### src/rtl/lc3_pipe_controller.sv
// LC-3 pipeline sequencer: stage enables, data-memory state and flush control.
// Every output is registered, so a decision made from the inputs sampled on
// one rising edge becomes visible during the following cycle.
module lc3_pipe_controller #(
  parameter int FLUSH_CYCLES = 2,
  parameter int MEM_TIMEOUT  = 255
) (
  input  logic        clock,
  input  logic        reset,
  input  logic        complete_instr,
  input  logic        complete_data,
  input  logic [15:0] ir_exec,
  input  logic        br_taken,
  output logic        enable_fetch,
  output logic        enable_updatePC,
  output logic        enable_decode,
  output logic        enable_execute,
  output logic        enable_writeback,
  output logic [1:0]  mem_state,
  output logic        mem_timeout
);

  typedef enum logic [2:0] {
    S_FILL, S_RUN, S_MEM_RD, S_MEM_WR, S_MEM_IND, S_FLUSH
  } state_t;

  localparam logic [1:0] MS_RD   = 2'd0;
  localparam logic [1:0] MS_IND  = 2'd1;
  localparam logic [1:0] MS_WR   = 2'd2;
  localparam logic [1:0] MS_IDLE = 2'd3;

  // enable bundle order: fetch, updatePC, decode, execute, writeback
  localparam logic [4:0] EN_NONE = 5'b00000;
  localparam logic [4:0] EN_FPC  = 5'b11000;
  localparam logic [4:0] EN_NOWB = 5'b11110;
  localparam logic [4:0] EN_ALL  = 5'b11111;

  localparam logic [2:0] FLUSH_LAST = 3'(FLUSH_CYCLES);
  localparam logic [7:0] TMO_LIMIT  = 8'(MEM_TIMEOUT);
  localparam logic       TMO_EN     = (MEM_TIMEOUT != 0);

  state_t     state, state_n;
  logic [1:0] fill_cnt, fill_cnt_n;
  logic [2:0] flush_cnt, flush_cnt_n;
  logic [7:0] tmo_cnt, tmo_cnt_n;
  logic       served, served_n;
  logic       ind_wr, ind_wr_n;
  logic [4:0] en, en_n;
  logic [1:0] mem_state_n;
  logic       mem_timeout_n;

  logic [3:0] opcode;
  logic       op_rd, op_wr, op_ind, op_xfer;
  logic [7:0] tmo_inc;
  logic       timed_out;
  logic [2:0] flush_inc;
  logic       unused_ir;

  assign opcode    = ir_exec[15:12];
  assign unused_ir = ^ir_exec[11:0];
  assign op_rd     = (opcode == 4'b0010) || (opcode == 4'b0110);
  assign op_wr     = (opcode == 4'b0011) || (opcode == 4'b0111);
  assign op_ind    = (opcode == 4'b1010) || (opcode == 4'b1011);
  assign op_xfer   = (opcode == 4'b0000) || (opcode == 4'b1100);

  // The wait counter saturates so a disabled timeout can never wrap into a false hit.
  assign tmo_inc   = (tmo_cnt == 8'hFF) ? tmo_cnt : tmo_cnt + 8'd1;
  assign timed_out = TMO_EN && (tmo_inc == TMO_LIMIT);
  assign flush_inc = flush_cnt + 3'd1;

  assign {enable_fetch, enable_updatePC, enable_decode,
          enable_execute, enable_writeback} = en;

  // Next-state and next-output decision for the sequencer.
  always_comb begin
    state_n       = state;
    fill_cnt_n    = fill_cnt;
    flush_cnt_n   = flush_cnt;
    tmo_cnt_n     = tmo_cnt;
    ind_wr_n      = ind_wr;
    en_n          = EN_NONE;
    mem_state_n   = MS_IDLE;
    mem_timeout_n = mem_timeout;
    // An instruction that has moved through execute releases the served lock.
    served_n      = en[1] ? 1'b0 : served;

    case (state)
      S_FILL: begin
        if (complete_instr) begin
          fill_cnt_n = fill_cnt + 2'd1;
          case (fill_cnt)
            2'd0: en_n = EN_FPC;
            2'd1: en_n = 5'b11100;
            2'd2: en_n = EN_NOWB;
            default: begin
              en_n    = EN_ALL;
              state_n = S_RUN;
            end
          endcase
        end
      end

      S_RUN: begin
        if (!served && (op_rd || op_wr || op_ind)) begin
          tmo_cnt_n = 8'd0;
          ind_wr_n  = opcode[0];
          if (op_ind) begin
            state_n     = S_MEM_IND;
            mem_state_n = MS_IND;
          end else if (op_rd) begin
            state_n     = S_MEM_RD;
            mem_state_n = MS_RD;
          end else begin
            state_n     = S_MEM_WR;
            mem_state_n = MS_WR;
          end
        end else if (br_taken && op_xfer) begin
          state_n     = S_FLUSH;
          flush_cnt_n = 3'd0;
          en_n        = EN_FPC;
        end else if (complete_instr) begin
          en_n = EN_ALL;
        end
      end

      S_MEM_IND, S_MEM_RD, S_MEM_WR: begin
        if (complete_data) begin
          tmo_cnt_n = 8'd0;
          if (state == S_MEM_IND) begin
            state_n     = ind_wr ? S_MEM_WR : S_MEM_RD;
            mem_state_n = ind_wr ? MS_WR : MS_RD;
          end else begin
            state_n  = S_RUN;
            served_n = 1'b1;
            en_n     = (state == S_MEM_RD) ? EN_ALL : EN_NOWB;
          end
        end else if (timed_out) begin
          // Abort the access: no data to write back, resume the pipeline.
          state_n       = S_RUN;
          served_n      = 1'b1;
          tmo_cnt_n     = 8'd0;
          mem_timeout_n = 1'b1;
          en_n          = EN_NOWB;
        end else begin
          tmo_cnt_n   = tmo_inc;
          mem_state_n = (state == S_MEM_IND) ? MS_IND :
                        (state == S_MEM_RD)  ? MS_RD  : MS_WR;
        end
      end

      S_FLUSH: begin
        if (complete_instr) begin
          flush_cnt_n = flush_inc;
          if (flush_inc == FLUSH_LAST) begin
            state_n = S_RUN;
            en_n    = EN_ALL;
          end else begin
            en_n = EN_FPC;
          end
        end
      end

      default: state_n = S_FILL;
    endcase
  end

  // State, counters and registered outputs; reset aborts any access or flush.
  always_ff @(posedge clock or negedge reset) begin
    if (!reset) begin
      state       <= S_FILL;
      fill_cnt    <= 2'd0;
      flush_cnt   <= 3'd0;
      tmo_cnt     <= 8'd0;
      served      <= 1'b0;
      ind_wr      <= 1'b0;
      en          <= EN_NONE;
      mem_state   <= MS_IDLE;
      mem_timeout <= 1'b0;
    end else begin
      state       <= state_n;
      fill_cnt    <= fill_cnt_n;
      flush_cnt   <= flush_cnt_n;
      tmo_cnt     <= tmo_cnt_n;
      served      <= served_n;
      ind_wr      <= ind_wr_n;
      en          <= en_n;
      mem_state   <= mem_state_n;
      mem_timeout <= mem_timeout_n;
    end
  end

endmodule

### config.mk
export PLATFORM = sky130hd
export DESIGN_NAME = lc3_pipe_controller
export DESIGN_NICKNAME = d
export VERILOG_FILES = /design/src/rtl/lc3_pipe_controller.sv
export SDC_FILE = /design/constraint.sdc
export NUM_CORES = 1
export LEC_CHECK = 0
export BUFFER_PORTS_ARGS = -buffer_cell sky130_fd_sc_hd__buf_2
export CAP_MARGIN = 25
export CORE_MARGIN = 2
export CORE_UTILIZATION = 42
export CTS_BUF_LIST = sky130_fd_sc_hd__clkbuf_2 sky130_fd_sc_hd__clkbuf_4 sky130_fd_sc_hd__clkbuf_8
export DETAILED_ROUTE_END_ITERATION = 7
export GPL_TIMING_DRIVEN = 1
export PLACE_DENSITY = 0.61
export SKIP_CTS_REPAIR_TIMING = 1
export SLEW_MARGIN = 25
export SYNTH_ARGS = -nofsm -noshare
export SYNTH_HDL_FRONTEND = slang
export SYNTH_SLANG_ARGS = --single-unit
export TNS_END_PERCENT = 1
### constraint.sdc
create_clock -name clock -period 2.65 [get_ports clock]
set_input_delay 0 -clock clock [delete_from_list [all_inputs] [get_ports clock]]
set_output_delay 0 -clock clock [all_outputs]
set_load 0.005 [all_outputs]
==> impl.org, run 1 <==
** Run status
- Outcome :: completed

** Worst setup path
- Arrival time at the worst endpoint :: 2.55 ns
- The worst register-to-register path begins at tmo_cnt[0]$_DFFE_PN0P_.
- The worst setup path is launched from a flip-flop.
- Worst R2R End :: tmo_cnt[3]$_DFFE_PN0P_
- The critical path is of the reg -> reg type.
- The worst register-to-register path has a depth of 7.
- Along the worst path, the maximum fanout reaches 15.
- The critical path starts at tmo_cnt[0]$_DFFE_PN0P_.
- The worst setup path is captured at a flip-flop.
- Worst endpoint required time :: 2.85 ns
- For flop-to-flop paths, the worst setup slack is 0.30 ns.

** Logic synthesis
- Of the post-synthesis cell area, the dominant cell type holds 35.6%.
- Syn_nets :: 210
- Post-synthesis sequential area ratio :: 38.9%
- Post-Syn Instances :: 183
- Of all cell types, the one taking the most synthesized area is dfrtp_1.
- After synthesis, the cell types taking the most area are dfrtp_1 (36%), ha_1 (4.6%), nand2_1 (4.4%).
- Dividing the synthesized area by the synthesized cell count gives 8.83 sq um.
- Number of flops mapped to enable cells by yosys :: 0
- The cell area that synthesis handed to floorplanning was 1620 sq um.
- Netlist cell types :: 54
- Number of warning messages in the yosys log :: 0
- Among all flip-flop cells after synthesis, the most frequent one is dfrtp_1.
- After synthesis, the share of flip-flops with an asynchronous set or reset is 100%.
- In this run, synthesis produced a sequential element count of 25.

** Pwr
- For this design the ratio of total power to cell area is 897 nW/um^2.
- For this design the static power due to leakage is 0.000799 uW.
- Across the VDD grid, the largest voltage drop is 0.000472 V.

** STA
- Setup repair after global routing left no endpoint under its margin.
- Setup slack of the critical path after layout :: 0.302 ns
- The max-slew violation count was 0.
- Achievable Freq :: 426 MHz
- Worst clock skew on the final layout :: 0.00717 ns
- Summed over all failing endpoints, the final setup total negative slack is 0 ns.
- For the pin with the worst max-slew slack, the measured transition is 0.762 ns.
- The hold violation count in the final report came to 0.
- The clock period could shrink to 2.35 ns.
- Total of endpoints with negative setup slack in the final report :: 0
- On the final layout, the worst hold slack is 0.0322 ns.
- Max-slew headroom at the worst pin :: 48.5%
- Dividing the final minimum period by the clock period gives 88.6%.

** Layout
- Leaving out fill and tap cells, the most frequent cell in the layout is dfrtp_1.
- Summing all non-filler instances in the final layout gives an area of 1780 sq um.
- Leaving out fill and tap cells, the most frequent cells in the layout are dfrtp_1 (23), nand2_1 (19), nor2_1 (17), buf_2 (16), a21oi_1 (14).
- Post-layout util :: 48.3%
- Counting the fill cells in the layout gives 371.
- Number of diodes added for antenna fixing :: 0
- At the end of the flow, the number of nets in the layout was 226.
- Share of cells above drive strength 1 :: 16.2%
- Sequential cell area :: 628 sq um
- Multi-input combinational cell area :: 922 sq um
- Area growth syn-to-layout :: 10.4%

** GRT
- The first global-routing pass estimated 6.42 mm of wire.
- Number of antenna violations at the first check in global routing :: 0
- Global routing used 18.7% of the available tracks across all layers.
- Maximum number of pins on one net before global-route repair :: 26
- Vias in the first global route :: 1395
- Grt ovf :: 0

** CTS
- At the later pin of the worst-skew pair, clock insertion delay measures 0.27 ns.
- Clock-pin slew was measured on the worst setup and hold paths at 0.10 ns.
- Clock tree synthesis inserted a total of 3 buffers.
- Counting every sink on the clock net gives 25.
- The clock passes through at most 2 buffers.
- CTS built an H-tree with a depth of 1.
- In this run the clock root is driven by a clkbuf_8.
- TritonCTS built the clock tree.

** Min path
- For hold timing, the worst endpoint is ind_wr$_DFFE_PN0P_.
- The min-delay analysis places its worst path in the category in -> reg.
- The worst hold path begins at ir_exec[12].
- The worst hold path was traced through 2 stages.

** Detailed routing
- Using the TritonRoute via totals, the vias-per-cell ratio works out to 5.77.
- The pre-antenna-repair detailed-routing pass consisted of 4 iterations.
- WL/cell :: 14.6 microns
- Via total after detailed routing :: 1419
- After detailed routing, the number of remaining DRC violations is 0.
- Post-detailed-routing wire length :: 3.59 mm
- In this run, the number of DRC markers left after iteration 0 of detailed routing was 56.
- The detail route stage leaves a number of antenna-violating nets equal to 0.

** Floorplanning
- Die outline area :: 4360 sq um
- IO Count :: 29
- After floorplanning, the core was divided into 22 placement rows.
- Horizontal die dimension :: 66.0 microns
- From bottom edge to top edge, the die measures 66.0 microns.
- The core region is 3690 sq um.
- Starting utilization of the core area :: 43.8%

** Place
- Post-DP HPWL :: 2.66 mm
- Routability-driven placement finished with a final weighted congestion of 0.850.
- At the placement stage, the worst setup path has a slack of 0.324 ns.
- Summing all placed instances gives a cell area of 1720 sq um.
- Port buffering added 16 buffers.

** Run
- Number of violations of the max-capacitance limit :: 0
-- routing by layer --
metal  part of all wire [%]  wire [microns]  GRT usage (%)
met4                   0.50              18           3.83
met1                     48            1740           26.2
met3                    4.7             168           3.92
met5                      0               0              0
met2                     46            1660           29.9
-- per-stage QoR --
stage	std cells	total power, uW
CTS	245	1610
global placement	241	1330
floorplan	183	1150
global route	246	1750
finish	246	1600
detailed placement	241	1370
-- registers in the layout, summed over array words and instances (netlist names) --
name,cells
mem_state,2
mem_timeout,1
served,1
flush_cnt,3
state,3
tmo_cnt,8
en,4
ind_wr,1
fill_cnt,2
-- how the worst max path moves through the flow --
stage                             end  slack [ns]  cells past startpoint
6_report       tmo_cnt[3]$_DFFE_PN0P_        0.30                      7
3_3_place_gp   tmo_cnt[3]$_DFFE_PN0P_        0.44                      7
5_1_grt        tmo_cnt[3]$_DFFE_PN0P_        0.11                      6
3_5_place_dp   tmo_cnt[3]$_DFFE_PN0P_        0.32                      7
4_1_cts        tmo_cnt[3]$_DFFE_PN0P_        0.32                      7
2_1_floorplan  tmo_cnt[0]$_DFFE_PN0P_        0.74                      7
-- final cells by class --
class / instances / area share, %
Clock inverter: 1 / 0.421
Sequential cell: 25 / 35.2
Tap cell: 48 / 3.37
Clock buffer: 3 / 2.32
Inverter: 5 / 1.05
Multi-Input combinational cell: 145 / 51.7
Timing Repair Buffer: 19 / 5.89
-- synth_stat cells, types with 4 or more instances --
cell type,instances
a21oi_1,14
and3_1,5
clkbuf_1,4
dfrtp_1,23
ha_1,6
inv_1,5
nand2_1,19
nand2b_1,6
nor2_1,17
nor2b_1,5
o21ai_0,13
-- logic make-up (layout without fill, tap and decap cells) --
logic type                 after synthesis  count (layout)  share of synthesized area [%]
adders and majority gates                6               6                           4.65
buffers and inverters                   13              28                           4.03
muxes                                    1               1                          0.697
xor gates and xnor gates                 3               3                           1.63
AOI/OAI and AO/OA                       58              58                           24.1
and+or+nand+nor                         77              77                           26.0
DFF                                     25              25                           38.9
-- critical path, stage by stage, from the launching register on --
cell,delay (ns)
dfrtp_1,0.46
ha_1,0.36
or2_2,0.32
o2111ai_1,0.12
a211oi_2,0.09
a21oi_2,0.55
o21ai_0,0.20
a21oi_1,0.18
-- where the power goes --
group | internal (uW) | switching (uW) | total [uW]
combinational | 321 | 423 | 743
clock | 107 | 131 | 237
sequential | 516 | 103 | 619
Power figures use the tool's default switching activity.
==> inputs of run 2 (changes only) <==
--- a/config.mk
+++ b/config.mk
@@ -5,6 +5,7 @@
 export SDC_FILE = /design/constraint.sdc
 export NUM_CORES = 1
 export LEC_CHECK = 0
+export ABC_AREA = 1
 export BUFFER_PORTS_ARGS = -buffer_cell sky130_fd_sc_hd__buf_2
 export CAP_MARGIN = 25
 export CORE_MARGIN = 2
==> run 2 against run 1 <==
  * First-iteration DRC count increased by 32%
  * Global-route usage shrank 1.4 points
  * Sequential power is 3% lower
==> impl.org, run 2 <==
** Place
- Post-DP HPWL :: 2.51 mm (-5.4%)
- The count of buffers from port buffering is 16 (unchanged).
- The post-placement cell count came to 274 (+14%).
- Global placer's final weighted congestion :: 0.838 (-1.4%)

** Min path
- Worst hold path type :: in -> reg

** Run status
- Outcome :: completed

** Layout
- Ranked by flip-flop count, first place goes to tmo_cnt.
- Flip-flop count of the largest register, all copies and words added :: 8 (unchanged)
- The core occupancy in the finished layout came to 48.1% (-0.21 points).
- Commonest non-fill, non-tap cell in the layout :: nand2_1
- Commonest non-fill, non-tap cells in the layout :: nand2_1 (61), inv_1 (29), dfrtp_1 (23), nor2_1 (19), nand3_1 (19)
- Number of diodes added for antenna fixing :: 0 (unchanged)
- Largest registers :: tmo_cnt x8, en x4
- Layout filler cell count :: 385 (+3.8%)
- Share of cells above drive strength 1 :: 15.2% (-1.0 points)
- The final non-filler cell total was 279 (+13%).
- The area growth from synthesis to layout is 11.2%.
- Final net count :: 259 (+15%)

** Worst setup path
- Maximum fanout encountered on the critical timing path :: 11 (-4)
- The critical path in this run is classified as reg -> reg.
- The critical path required time was 2.81 ns (-0.04 ns).
- Critical path startpoint category :: flip-flop
- Arrival time at the worst endpoint :: 2.16 ns (-0.39 ns)
- Critical path endpoint category :: flip-flop

** Floorplanning
- The starting density of the core came to 43.3% (-0.52 points).
- IO Count :: 29 (unchanged)
- The overall die width came to 65.0 microns (-1.6%).
- The number of cell rows came to 22 (unchanged).
- The core box area came to 3610 sq um (-2.2%).
- The area of the die came to 4220 sq um (-3.2%).
- The overall die height came to 65.0 microns (-1.6%).

** Logic synthesis
- Cell types with the largest area share after synthesis :: dfrtp_1 (37%), nand2_1 (15%), inv_1 (7.0%)
- Share of async-settable or async-resettable flops after synthesis :: 100% (unchanged)
- Main synth FF type :: dfrtp_1
- Post-synthesis sequential area ratio :: 40.3% (+1.4 points)
- The count of cell types in the netlist came to 29 (-46%).
- Post-synthesis instance area :: 1560 sq um (-3.4%)
- Flop and latch count out of synthesis :: 25 (unchanged)
- The top-area cell type share of the netlist area was 36.9% (+1.3 points).
- Post-Syn Instances :: 213 (+16%)
- The net count after synthesis is 240 (+14%).
- Avg Cell Area, Syn :: 7.33 sq um (-17%)
- The count of yosys warnings during synthesis is 0 (unchanged).
- The commonest cells after synthesis are nand2_1 (61), inv_1 (29), dfrtp_1 (23), nand3_1 (19), nor2_1 (19).
- The count of flip-flops with a built-in enable after synthesis was 0 (unchanged).
- The most common cell in the synthesized netlist is nand2_1.
- Synth area leader :: dfrtp_1

** CTS
- Number of buffers created by CTS :: 3 (unchanged)
- Clk Latency, worst-skew pair :: 0.27 ns (about the same)
- The clock-pin slew on the worst setup and hold paths was 0.09 ns (about the same).
- Clock tree from TritonCTS :: yes
- Deepest level of the CTS H-tree :: 1 (unchanged)
- Clock root buffer :: clkbuf_8
- The TritonCTS sink count came to 25 (unchanged).
- Maximum root-to-sink buffer count :: 2 (unchanged)

** GRT
- The overall global routing resource usage was 17.3% (-1.4 points).
- The maximum number of pins on one net before global-route repair is 26 (unchanged).
- The total congestion overflow was 0 (unchanged).
- The first-pass GRT wire length came to 5.66 mm (-12%).
- The via count of the first global-routing pass is 1277 (-8.5%).
- The initial antenna violation count came to 0 (unchanged).

** Pwr
- The total power divided by cell area was 861 nW/um^2 (-4.0%).
- Total power of the final layout :: 1490 uW (-6.5%)
- Peak supply drop :: 0.000349 V (-26%)
- Leakage power total :: 0.000883 uW (+11%)

** STA
- The post-layout minimum cycle time is 2.00 ns (-0.348 ns).
- Transition time of the tightest slew-check pin :: 0.583 ns (-0.179 ns)
- Worst clock skew on the final layout :: 0.00111 ns (-0.00606 ns)
- The highest achievable clock rate was 500 MHz (+17%).
- Total of endpoints with negative setup slack in the final report :: 0 (unchanged)
- Setup repair after global routing left no endpoint under its margin.
- Max-slew headroom at the worst pin :: 61.1% (+13 points)
- Max-slew violation count :: 0 (unchanged)
- Share of the cycle needed by the critical path after routing :: 75.5% (-13 points)
- Hold Violations, Final :: 0 (unchanged)
- Setup TNS :: 0 ns (unchanged)

** Run
- The reported max-cap violation count was 0 (unchanged).

** Detailed routing
- Post-detailed-routing wire length :: 3.28 mm (-8.5%)
- Via total after detailed routing :: 1393 (-1.8%)
- The count of antenna-violating nets left after detailed routing was 0 (unchanged).
- Number of DRC markers after the initial detailed-route iteration :: 74 (+32%)
- Average vias per placed instance :: 4.99 (-13%)
- The number of iterations in the first detailed-routing pass was 4 (unchanged).
- DR DRC count :: 0 (unchanged)
- The average routed wire per standard cell was 11.8 microns (-19%).
## run 2: cell count changes in the layout (fill, tap and decap cells not counted), sizes merged, moves of 3 or more
| cell | previous run | this run |
|---|---|---|
| nand2 | 19 | 64 |
| inv | 5 | 30 |
| nand3 | 4 | 21 |
| a21oi | 15 | 2 |
| nand2b | 6 | 0 |
| nor2 | 17 | 23 |
| and3 | 5 | 0 |
| nor2b | 5 | 0 |
| o22ai | 2 | 7 |
| nand4 | 3 | 6 |
| o21bai | 3 | 0 |
## run 2: final cells by class
class | instances | area (sq um) | share of cell area (%)
multi-input cells | 154 | 792 | 45.6
clock buffers | 4 | 48.8 | 2.81
flip-flops and latches | 25 | 628 | 36.2
inverters | 31 | 116 | 6.71
well taps | 48 | 60.1 | 3.46
repair buffers | 17 | 90.1 | 5.19
## run 2: per-layer routing
metal	GRT usage [%]	vias to the layer above	share of wire, %
met5	0	-	0
met4	3.19	0	0.79
met3	3.65	2	4.3
met2	29.5	25	47
met1	22.8	645	48
li1	-	721	-
## run 2: final timing paths
path	from	end	slack, ns	cells past startpoint
max	tmo_cnt[0]$_DFFE_PN0P_	state[0]$_DFFE_PN0P_	0.65	11
min	ir_exec[12]	ind_wr$_DFFE_PN0P_	0.02	2
max reg2reg	tmo_cnt[0]$_DFFE_PN0P_	state[0]$_DFFE_PN0P_	0.65	11
min reg2reg	mem_timeout$_DFFE_PN0P_	mem_timeout$_DFFE_PN0P_	0.47	1
max in group asynchronous	reset	state[0]$_DFFE_PN0P_	2.00	2
min in group asynchronous	reset	flush_cnt[1]$_DFFE_PN0P_	0.26	2
## run 2: through the flow
step	hold WS [ns]	cell area [sq um]	setup WS [ns]
6_report	0.0217	1740	0.649
5_1_grt	0.0295	1740	0.430
4_1_cts	-0.259	1730	0.639
3_5_place_dp	0.0363	1680	0.660
3_3_place_gp	0.0396	1680	0.703
2_1_floorplan	-0.296	1560	1.02
## run 2: worst max-delay path: stages, from the launching register on
cell     delay, ns
dfrtp_1       0.42
ha_1          0.25
nand2_1       0.11
inv_2         0.08
o21ai_0       0.25
nand2_1       0.11
nor2_2        0.15
nand2_2       0.09
nand2_2       0.21
nand2_1       0.11
nand2_1       0.07
nand2_1       0.05
## run 2: logic make-up (layout without fill, tap and decap cells)
family / after synthesis / count (layout) / synth area share, %
multiplexers: 2 / 2 / 1.36
AO/OA/AOI/OAI: 26 / 26 / 9.30
AND/OR/NAND/NOR: 118 / 118 / 34.2
adder cells (fa/ha/maj): 6 / 6 / 4.81
buffers and inverters: 34 / 52 / 8.98
XOR/XNOR: 2 / 2 / 1.12
flip-flops: 25 / 25 / 40.3
## run 2: power by group
part / total (uW) / switching [uW] / internal (uW) / leakage, uW
combinational: 655 / 414 / 240 / 0.000537
sequential: 601 / 86.7 / 515 / 0.000320
clock: 238 / 120 / 118 / 0.0000262
==> inputs of run 3 (changes only) <==
--- a/config.mk
+++ b/config.mk
@@ -13,7 +13,7 @@
 export CTS_BUF_LIST = sky130_fd_sc_hd__clkbuf_2 sky130_fd_sc_hd__clkbuf_4 sky130_fd_sc_hd__clkbuf_8
 export DETAILED_ROUTE_END_ITERATION = 7
 export GPL_TIMING_DRIVEN = 1
-export PLACE_DENSITY = 0.61
+export PLACE_DENSITY = 0.64
 export SKIP_CTS_REPAIR_TIMING = 1
 export SLEW_MARGIN = 25
 export SYNTH_ARGS = -nofsm -noshare
==> constraint.sdc (replaced) <==
create_clock -name clock -period 1.7 [get_ports clock]
set_input_delay 0 -clock clock [delete_from_list [all_inputs] [get_ports clock]]
set_output_delay 0 -clock clock [all_outputs]
set_load 0.005 [all_outputs]
==> run 3 against run 2 <==
  * The flow now finishes with violations (hold timing)
  * Worst setup slack worse by 0.58 ns
  * Core utilization rose by 5.8 points
  * Final area up 12%
  * Sequential power increased by 57%
  * Fmax is 23% higher
  * Combinational power up 88%
  * Cell count increased by 5.0%
  * First-iteration DRC count rose by 24%
  * Critical path depth rose by 1
  * Routed wire length up 1.5%
  * Clock power increased by 58%
  * Clock-buffer cell count fell by 1
==> impl.org, run 3 (synthesized netlist as in run 2, its figures left out) <==
** Run status
- The flow ran to the end, but the final reports show violations.
- Violated checks :: hold timing

** Worst setup path
- On the critical path, the stage with the largest delay is an instance of dfrtp_1.
- The worst-case register-to-register setup slack came to 0.07 ns (-0.58 ns).
- Worst reg2reg startpoint :: tmo_cnt[1]$_DFFE_PN0P_
- STA classifies the critical path endpoint as a flip-flop.
- STA classifies the critical path startpoint as a flip-flop.
- Maximum fanout encountered on the critical timing path :: 8 (-3)
- Worst endpoint required time :: 1.87 ns (-0.94 ns)
- The arrival time at the worst endpoint was 1.80 ns (-0.36 ns).
- Walking the worst path, the cells encountered are ha_4 > nand2_4 > inv_4 > nand3_2 > nand2_1 > nand2_1 > nand2_2 > nor2_2 > nand2_2 > nand2_4 > buf_12 > o22ai_1.
- The critical path is of the reg -> reg type.
- Start point of the critical path :: tmo_cnt[1]$_DFFE_PN0P_
- Max stage delay on crit path :: 0.42 ns (about the same)

** Pwr
- Proportion of total power due to net switching :: 41.3% (-0.25 points)
- Power density relative to cell area :: 1310 nW/um^2 (+52%)
- Net switching component of the power :: 1050 uW (+69%)
- Leakage power total :: 0.000967 uW (+9.5%)
- Power share of the sequential group :: 37.0% (-3.2 points)
- The highest ir drop seen on vdd is 0.000700 V (+100%).
- Combinational group share of total power :: 48.3% (+4.5 points)
- Internal power consumption :: 1490 uW (+71%)
- The total power of the final layout came to 2540 uW (+70%).
- The clock network fraction of design power is 14.7% (-1.2 points).

** Layout
- Final design instance area without fill :: 1940 sq um (+12%)
- The area growth from synthesis to layout is 24.6%.
- Number of diodes added for antenna fixing :: 0 (unchanged)
- Final net count :: 273 (+5.4%)
- The flip-flop count of the largest register after layout came to 8 (unchanged).
- Commonest non-fill, non-tap cell in the layout :: nand2_1
- The fraction of final layout cells with drive strength greater than 1 was 28.6% (+13 points).
- The register with the most flip-flops in the final layout is tmo_cnt.
- The library cells used most frequently in the layout, excluding fill and tap cells, are nand2_1 (53), inv_1 (28), dfrtp_1 (21), nand3_1 (16), buf_2 (16).
- Largest registers :: tmo_cnt x8, en x4

** CTS
- The clock-pin slew on the worst setup and hold paths was 0.09 ns (about the same).
- The TritonCTS sink count came to 25 (unchanged).
- The tree is rooted in a clkbuf_8.
- Deepest level of the CTS H-tree :: 1 (unchanged)
- The maximum clock path buffer count came to 2 (unchanged).
- Clock tree from TritonCTS :: yes
- Number of buffers created by CTS :: 3 (unchanged)
- Clk Latency, worst-skew pair :: 0.28 ns (about the same)

** Detailed routing
- Detailed-router iteration count before antenna repair :: 4 (unchanged)
- DR DRC count :: 0 (unchanged)
- Average vias per placed instance :: 5.03 (+0.83%)
- The final wirelength is 3.33 mm (+1.5%).
- The detailed route wirelength on metal3 came to 134 microns (-4.3%).
- The total via count in the routed design is 1475 (+5.9%).
- Number of DRC markers after the initial detailed-route iteration :: 92 (+24%)
- The average routed wire per standard cell came to 11.4 microns (-3.4%).
- The highest layer touched by signal routing is met4.
- The met2 layer wire length in the routed design is 1.61 mm (+4.9%).
- M1 wire length :: 1.54 mm (-3.1%)
- The count of antenna-violating nets left after detailed routing was 0 (unchanged).

** STA
- The final worst hold slack was -0.00597 ns (-0.0276 ns).
- The worst relative slew slack is 61.7% (+0.51 points).
- The number of setup violations in the final report was 0 (unchanged).
- Max-slew violation count :: 0 (unchanged)
- Share of the cycle needed by the critical path after routing :: 96.0% (+21 points)
- Time the final worst path needs with I/O delays and setup :: 1.63 ns (-0.369 ns)
- The hold violation count in the final report was 1 (+1).
- Worst clock skew on the final layout :: 0.00518 ns (+0.00407 ns)
- The worst-margin pin slew was 0.575 ns (-0.00768 ns).
- Setup TNS :: 0 ns (unchanged)
- The highest achievable clock rate is 613 MHz (+23%).
- RSZ-0062 raised after global routing :: yes

** GRT
- Global-route wire length before repair :: 5.71 mm (+0.74%)
- The maximum number of pins on one net before global-route repair is 26 (unchanged).
- Number of antenna violations at the first check in global routing :: 0 (unchanged)
- The overall global routing resource usage is 17.4% (+0.055 points).
- The via count of the first global-routing pass was 1347 (+5.5%).
- Grt ovf :: 0 (unchanged)

** Floorplanning
- Die outline area :: 4220 sq um (unchanged)
- The overall die width came to 65.0 microns (unchanged).
- Number of rows in the core area :: 22 (unchanged)
- The overall die height was 65.0 microns (unchanged).
- The core box area is 3610 sq um (unchanged).
- The number of I/O pins was 29 (unchanged).
- The starting density of the core came to 43.3% (unchanged).

** Place
- Count of input and output buffers :: 16 (unchanged)
- Post-DP HPWL :: 2.56 mm (+1.7%)
- Area post-placement :: 1790 sq um (+6.6%)
- Global placer's final weighted congestion :: 0.847 (+1.0%)

** Min path
- Start point of the worst hold path :: ir_exec[12]
- Worst hold path type :: in -> reg

** Run
- The reported max-cap violation count came to 0 (unchanged).
==> run 3: cell types whose count changed in the layout (fill, tap and decap cells not counted), moves of 3 or more <==
cell | before | now
buf_4 | 0 | 12
nand2_1 | 61 | 53
nand2_2 | 3 | 9
nand3_1 | 19 | 16
nand3_2 | 2 | 5
nor2_1 | 19 | 15
nor2_2 | 3 | 6
==> run 3: stage by stage <==
step / setup WS, ns / util (%) / instances
final: 0.0679 / 53.9 / 293
after global routing: -0.0248 / 53.9 / 293
after CTS: -0.124 / 50.9 / 291
after detailed placement: -0.107 / 49.5 / 287
after floorplan: 0.0681 / - / 213
after global placement: -0.00796 / 49.5 / 287
==> run 3: worst paths after layout <==
path | cells after the start | to
max | 12 | tmo_cnt[4]$_DFFE_PN0P_
max reg2reg | 12 | tmo_cnt[4]$_DFFE_PN0P_
min in group asynchronous | 2 | fill_cnt[0]$_DFFE_PN0P_
min | 2 | ind_wr$_DFFE_PN0P_
min reg2reg | 1 | served$_DFF_PN0_
max in group asynchronous | 2 | tmo_cnt[3]$_DFFE_PN0P_
==> run 3: final cells by class <==
class | count | area [sq um]
Clock buffer | 3 | 41.3
Clock inverter | 1 | 7.51
Fill cell | 353 | 1660
Inverter | 31 | 119
Multi-Input combinational cell | 154 | 875
Sequential cell | 25 | 631
Tap cell | 48 | 60.1
Timing Repair Buffer | 31 | 211
==> run 3: worst max-delay path, delay by kind of cell (launching register included) <==
kind | cells | cell delay (ns)
flip-flops | 1 | 0.42
buffers and inverters | 2 | 0.17
AND/OR/NAND/NOR | 8 | 0.67
adder cells (fa/ha/maj) | 1 | 0.19
AO/OA/AOI/OAI | 1 | 0.06
==> run 3: routing by layer <==
metal  GRT usage, %  vias up
met5              0        -
met4           6.38        0
met3           2.78        5
met2           29.6       32
met1           22.0      685
li1               -      753
==> run 3: power by group through the flow <==
| stage | logic (uW) | registers, uW | clock network [uW] |
|---|---|---|---|
| 2_1_floorplan | 786 | 932 | 0 |
| 3_3_place_gp | 1180 | 940 | 0 |
| 3_5_place_dp | 1180 | 945 | 0 |
| 4_1_cts | 1180 | 935 | 389 |
| 5_1_grt | 1420 | 972 | 402 |
| 6_report | 1230 | 941 | 375 |
